$ cat config.mk
export PLATFORM = sky130hd
export DESIGN_NAME = gp_regfile_select_encode
export DESIGN_NICKNAME = d
export VERILOG_FILES = /design/src/rtl/gp_regfile_select_encode.sv
export SDC_FILE = /design/constraint.sdc
export NUM_CORES = 1
export LEC_CHECK = 0
export CAP_MARGIN = 20
export CORE_AREA = 2 2 251 253
export CTS_BUF_LIST = sky130_fd_sc_hd__clkbuf_4
export DETAILED_ROUTE_END_ITERATION = 6
export DIE_AREA = 0 0 253 255
export PLACE_DENSITY = 0.67
export SYNTH_ARGS = -nofsm -noshare
export SYNTH_HDL_FRONTEND = slang
export SYNTH_SLANG_ARGS = --single-unit
$ cat constraint.sdc
create_clock -name clock -period 2.3 [get_ports clock]
set_input_delay 0.46 -clock clock [delete_from_list [all_inputs] [get_ports clock]]
set_output_delay 0.46 -clock clock [all_outputs]
set_load 0.005 [all_outputs]
$ cat src/rtl/gp_regfile_select_encode.sv
// gp_regfile_select_encode
// Register-field select/decode for the datapath bus plus the general-purpose
// register file. The IR register fields chosen by gra/grb/grc are ORed into one
// register index, decoded to one-hot write/drive strobes, and the selected
// register latches bus_mux_out. R0 reads as zero on the bus side while baout is
// high, which gives base-address-plus-offset addressing without a dedicated zero
// register. csign sign-extends the IR immediate field for the bus mux.
module gp_regfile_select_encode #(
    parameter int DATA_W  = 32,
    parameter int NREG    = 16,
    parameter int FIELD_W = 4,
    parameter int CSIGN_W = 19
) (
    input  logic                     clock,
    input  logic                     clear,
    input  logic [DATA_W-1:0]        bus_mux_out,
    input  logic [DATA_W-1:0]        ir,
    input  logic                     gra,
    input  logic                     grb,
    input  logic                     grc,
    input  logic                     rin,
    input  logic                     rout,
    input  logic                     baout,
    output logic [NREG-1:0]          rin_onehot,
    output logic [NREG-1:0]          rout_onehot,
    output logic [NREG*DATA_W-1:0]   regs_flat,
    output logic [DATA_W-1:0]        csign
);

    // IR field positions: Ra sits just below bit 27, Rb and Rc follow downward.
    localparam int RA_LSB = 27 - FIELD_W;
    localparam int RB_LSB = RA_LSB - FIELD_W;
    localparam int RC_LSB = RB_LSB - FIELD_W;

    logic [FIELD_W-1:0] sel_s;
    logic [NREG-1:0]    dec_s;
    logic [DATA_W-1:0]  regs_q [NREG];
    logic [DATA_W-1:0]  regs_d [NREG];

    // The opcode bits above Ra are not used by this block.
    logic unused_ir_s;
    assign unused_ir_s = ^ir[DATA_W-1:27];

    // Merge the enabled register fields; several enables OR together with no priority.
    always_comb begin
        sel_s = {FIELD_W{1'b0}};
        sel_s = ({FIELD_W{gra}} & ir[RA_LSB +: FIELD_W])
              | ({FIELD_W{grb}} & ir[RB_LSB +: FIELD_W])
              | ({FIELD_W{grc}} & ir[RC_LSB +: FIELD_W]);
    end

    // Decode the merged index to one-hot and gate it by the write/drive strobes.
    always_comb begin
        dec_s = {NREG{1'b0}};
        for (int i = 0; i < NREG; i++) begin
            dec_s[i] = (sel_s == FIELD_W'(i));
        end
        rin_onehot  = dec_s & {NREG{rin}};
        rout_onehot = dec_s & {NREG{rout | baout}};
    end

    // Next register contents: only the decoded register loads the bus value.
    always_comb begin
        for (int i = 0; i < NREG; i++) begin
            regs_d[i] = regs_q[i];
            if (rin_onehot[i]) begin
                regs_d[i] = bus_mux_out;
            end else begin
                regs_d[i] = regs_q[i];
            end
        end
    end

    // Register file state; clear takes precedence over any write on the same edge.
    always_ff @(posedge clock) begin
        if (clear) begin
            for (int i = 0; i < NREG; i++) begin
                regs_q[i] <= {DATA_W{1'b0}};
            end
        end else begin
            for (int i = 0; i < NREG; i++) begin
                regs_q[i] <= regs_d[i];
            end
        end
    end

    // Flatten register values for the bus mux; R0 reads as zero while baout drives.
    always_comb begin
        regs_flat = {(NREG*DATA_W){1'b0}};
        for (int i = 0; i < NREG; i++) begin
            regs_flat[i*DATA_W +: DATA_W] = regs_q[i];
        end
        regs_flat[DATA_W-1:0] = baout ? {DATA_W{1'b0}} : regs_q[0];
    end

    // Sign-extend the IR immediate field onto csign.
    always_comb begin
        csign = {DATA_W{1'b0}};
        csign = {{(DATA_W-CSIGN_W){ir[CSIGN_W-1]}}, ir[CSIGN_W-1:0]};
    end

endmodule

== Yosys cells after proc, flatten, opt, wreduce, memory -nomap -nowiden ==
Memories as Yosys holds them, arrays and structs flattened.
Index checks and enable logic that the tools add are counted.
Cells by class
  bitwise gates (word level): 24
  muxes and demuxes: 36
  equality and inequality tests: 15
  reductions and logical operators: 1
Operator list (count)
  two-way mux 32 bit: 33
  bitwise AND 16 bit: 2
  == test 4 bit (second input constant): 8
  bitwise OR 1 bit: 17
  == test 4 x 3 -> 1 bit (second input constant): 4
  bitwise AND 4 bit: 3
  == test 4 x 2 -> 1 bit (second input constant): 2
  bitwise OR 4 bit: 2
  == test 4 x 1 -> 1 bit (second input constant): 1
  zero test 4 bit: 1
  two-way mux 1 bit: 3
Storage, ports and cells
  register bits: 0
  memory bits (writable): 512
  output and inout port bits: 576
  input port bits: 72
  memories kept: 1
  logic and storage cells: 77
Memories
  regs_q: words 16, bits a word 32, read ports 16, clocked after Yosys merged registers in 0, write ports 16, RTL line 37  | logic [DATA_W-1:0] regs_q [NREG];

== Longest topological paths before layout ==
  word-level depth: 7
  gate-level depth with buffers: 8
  gate-level depth less buffers: 4

== Least setup slack after synthesis ==
No wires, ideal clock.
  path type: input to output
  start point: input ir[24]
  end point: output rin_onehot[14]
  buffers on the path: 4
  required time: 1.840 ns
  stages: 8
  data arrival time: 1.677 ns
  path slack: 0.163 ns
  cells stage by stage: a222oi_1 > buf_4 > and3b_1 > buf_4 > buf_6 > buf_6 > nand2_1 > inv_1
Between the ends
  cells in the longest elaborated chain, start to end: 5
Ends and longest elaborated chain
  from (decl): RTL line 17  | input logic [DATA_W-1:0] ir,
  bitwise AND 4 bit: RTL line 47  | sel_s = ({FIELD_W{gra}} & ir[RA_LSB +: FIELD_W])
  bitwise OR 4 bit: RTL line 48  | | ({FIELD_W{grb}} & ir[RB_LSB +: FIELD_W])
  bitwise OR 4 bit: RTL line 49  | | ({FIELD_W{grc}} & ir[RC_LSB +: FIELD_W]);
  == test 4 bit: RTL line 56  | dec_s[i] = (sel_s == FIELD_W'(i));
  bitwise AND 16 bit: RTL line 58  | rin_onehot = dec_s & {NREG{rin}};
  to (decl): RTL line 24  | output logic [NREG-1:0] rin_onehot,
Every way passes these cells.

== Worst setup path after layout ==
  start point: input gra
  end point: output rout_onehot[9]
Between the ends
  cells in the longest elaborated chain, start to end: 5
Ends and longest elaborated chain
  from (decl): RTL line 18  | input logic gra,
  bitwise AND 4 bit: RTL line 47
  bitwise OR 4 bit: RTL line 48
  bitwise OR 4 bit: RTL line 49
  == test 4 bit: RTL line 56
  bitwise AND 16 bit: RTL line 59  | rout_onehot = dec_s & {NREG{rout | baout}};
  to (decl): RTL line 25  | output logic [NREG-1:0] rout_onehot,
Every way passes these cells.

==> flow_summary_export.csv <==
group,metric,value,unit
run_status,status,"finished with violations",
run_status,violations,"setup timing",
placed_design,dpl_cell_area,27400,sq um
finish,nNetsFinal,3194,
worst_setup_path,crit_end,"rout_onehot[9]",
global_route,grt_first_pass_wirelength,134000,um
cts,cts-root-buf,"clkbuf_4",
logic_synthesis,synth.cell_area,24200,sq um
global_route,overflow,0,
finish,nFillCells,6195,
logic_synthesis,ys.flop_type,"dfxtp_1",
power,power_density,681,nW/um^2
logic_synthesis,synthMostInstantiatedCell,"buf_4",
cts,cts_made_buffers,142,
worst_setup_path,critPathLaunch,"gra",
logic_synthesis,synthXorXnorAreaFrac,0,%
power,ir_worst_vdd,438,uV
finish,fin_area,29500,sq um
placed_design,hpwl,60500,um
logic_synthesis,syn_inst,2990,
power,p_leak,0.0129,uW
logic_synthesis,ys_warn_count,0,
worst_setup_path,r2r_end,"regs_q[0][184]",
drt,routed_via_density,5.42,
floorplanning,die_w,253,um
logic_synthesis,yosysTopAreaCellShare,42.4,%
logic_synthesis,syn_nets,3062,
floorplanning,die_area,64500,sq um
cts,cts_htree_levels,4,
timing,fin_tns_setup,-316,ps
logic_synthesis,synth_adder_area_share,0,%
drt,drtIter0Drc,2273,
finish,seq_area,10300,sq um
timing,holdWs,228,ps
cts,cts_tree,"done",
hold_path,hold_path_startpoint,"bus_mux_out[22]",
finish,largest_reg_flops,512,
finish,finalCoreUtilization,47.4,%
floorplanning,io_pins,648,
hold_path,hold_class,"input port to flip-flop",
finish,top_regs,"regs_q x512",
floorplanning,rows,92,
finish,fin_cells,4019,
timing,slew_headroom,23.9,%
drt,drcViolationCount,0,
timing,tightest_slew,1140,ps
worst_setup_path,cp-end-kind,"primary output",
placed_design,portBuffers,612,
drt,drt_first_pass_iters,6,
timing,worst_slack,-72.0,ps
run,cap_violations,0,
global_route,antenna_found_initial,11,
worst_setup_path,path_max_fanout,3,
timing,min_period,2370,ps
finish,largest_register,"regs_q",
finish,area_delta_synth_final,21.9,%
global_route,grt_pass1_vias,19800,
cts,clkTransAtPathRegs,50,ps
finish,drive_above_1_share,18.1,%
timing,hold_viol_final,0,
drt,wl_per_cell,24.0,um
logic_synthesis,synthArstFlopShare,0,%
worst_setup_path,r2r_slack,1520,ps
worst_setup_path,timing.rr.start,"regs_q[0][184]",
logic_synthesis,synth_seq_cells,512,
cts,clockBufferDepth,3,
logic_synthesis,synth_area_leaders,"dfxtp_1, buf_4, o21ai_0, nor2b_1, nand3_1",
timing,period_share,103,%
floorplanning,coreArea,62200,sq um
worst_setup_path,critPathKind,"input port to primary output",
cts,clock_latency,970,ps
placed_design,gp_congestion,0.812,
floorplanning,die_h,255,um
logic_synthesis,synth_top_family_by_area,"buffers and inverters",
finish,multi_input_area,9020,sq um
timing,rsz0062_at_grt,"true",
floorplanning,initial_core_util,38.9,%
logic_synthesis,synth_edf_count,0,
logic_synthesis,ys_types,27,
drt,ant_nets,0,
global_route,grt_start_max_net_pins,128,
cts,clock_sinks,512,
worst_setup_path,start_kind,"input port",
logic_synthesis,synth_compound_area_share,21.4,%
timing,setup_viol,15,
worst_setup_path,required,1840,ps
logic_synthesis,synth_common_cells,"buf_4, dfxtp_1, o21ai_0, nand3_1, a21oi_1",
logic_synthesis,synth_area_per_cell,8.08,sq um
logic_synthesis,yosysTopAreaCell,"dfxtp_1",
timing,fin_skew,0,ps
logic_synthesis,synthSimpleGateAreaFrac,14.6,%
logic_synthesis,ys_seq_area_share,42.4,%
worst_setup_path,crit_arrival,1910,ps
placed_design,dp.cells,3717,
timing,drv_slew,0,
global_route,groute.usage.overall,28.0,%
timing,timing.fmax,0.422,GHz
logic_synthesis,synth_mux_area_share,0,%
worst_setup_path,rr_worst_depth,3,
drt,routed-via-count,21800,
drt,wirelength,96600,um
==> cells in the final DEF, fill, tap and decap left out, types with 13 or more instances in the layout <==
cell	n
buf_6	33
buf_4	136
o21ai_0	432
o21ai_1	297
buf_2	25
a21oi_1	288
dfxtp_2	53
buf_12	21
nor2b_4	13
clkdlybuf4s50_1	52
nand2b_1	32
dfxtp_1	458
dlygate4sd2_1	510
clkbuf_4	201
nor2b_1	236
nand3_1	288
==> timing repair <==
action	in CTS	in global routing
setup endpoints to repair	542	164
hold buffers	1	0
cloned	2	5
resized for setup	844	85
setup buffers	46	14
endpoints found under the hold margin	29	0
pin swaps	17	18
==> worst max-delay path: stages <==
cell,delay [ps]
buf_6,100
a222oi_1,320
buf_4,200
buf_6,100
or3b_4,380
buf_6,140
nor2_4,90
buf_2,120
==> logic make-up (layout without fill, tap and decap cells) <==
kind of cell,Yosys count,count (layout)
AOI/OAI and AO/OA,1028,1028
buffers and inverters,822,1040
and+or+nand+nor,628,628
DFF,512,512
other,0,12
==> final cells by class <==
type | instances | area share, %
clock buffers | 201 | 5.12
flip-flops and latches | 512 | 35.0
inverters | 10 | 0.144
repair buffers | 800 | 24.7
clock inverters | 29 | 0.917
multi-input cells | 1656 | 30.6
diodes | 12 | 0.102
well taps | 799 | 3.39
==> how the worst min path moves through the flow <==
stage | slack (ps) | cells past startpoint | endpoint
finish | 230 | 3 | regs_q[0][502]
detailed placement | 470 | 2 | regs_q[0][228]
global placement | 460 | 2 | regs_q[0][457]
floorplan | 450 | 2 | regs_q[0][322]
CTS | 120 | 3 | regs_q[0][502]
global route | 210 | 3 | regs_q[0][502]
==> metrics by stage <==
step	worst slack [ps]	total power, uW
floorplan	163	10600
global placement	-806	11600
detailed placement	-808	11600
CTS	-246	20000
global route	-166	20800
finish	-72.0	20100
==> power breakdown <==
| part | switching, uW | internal (uW) | total [uW] |
|---|---|---|---|
| combinational | 1670 | 802 | 2470 |
| clock | 4030 | 4470 | 8500 |
| sequential | 73.4 | 9020 | 9090 |
==> layer usage <==
layer / global-route usage [%] / part of all wire (%) / vias up
li1: - / - / 9950
met5: 0 / 0.027 / -
met3: 7.31 / 9.2 / 248
met1: 35.1 / 39 / 10400
met2: 44.4 / 47 / 1163
met4: 14.1 / 5.0 / 4
Note: power is estimated with default switching activity, not from simulation.
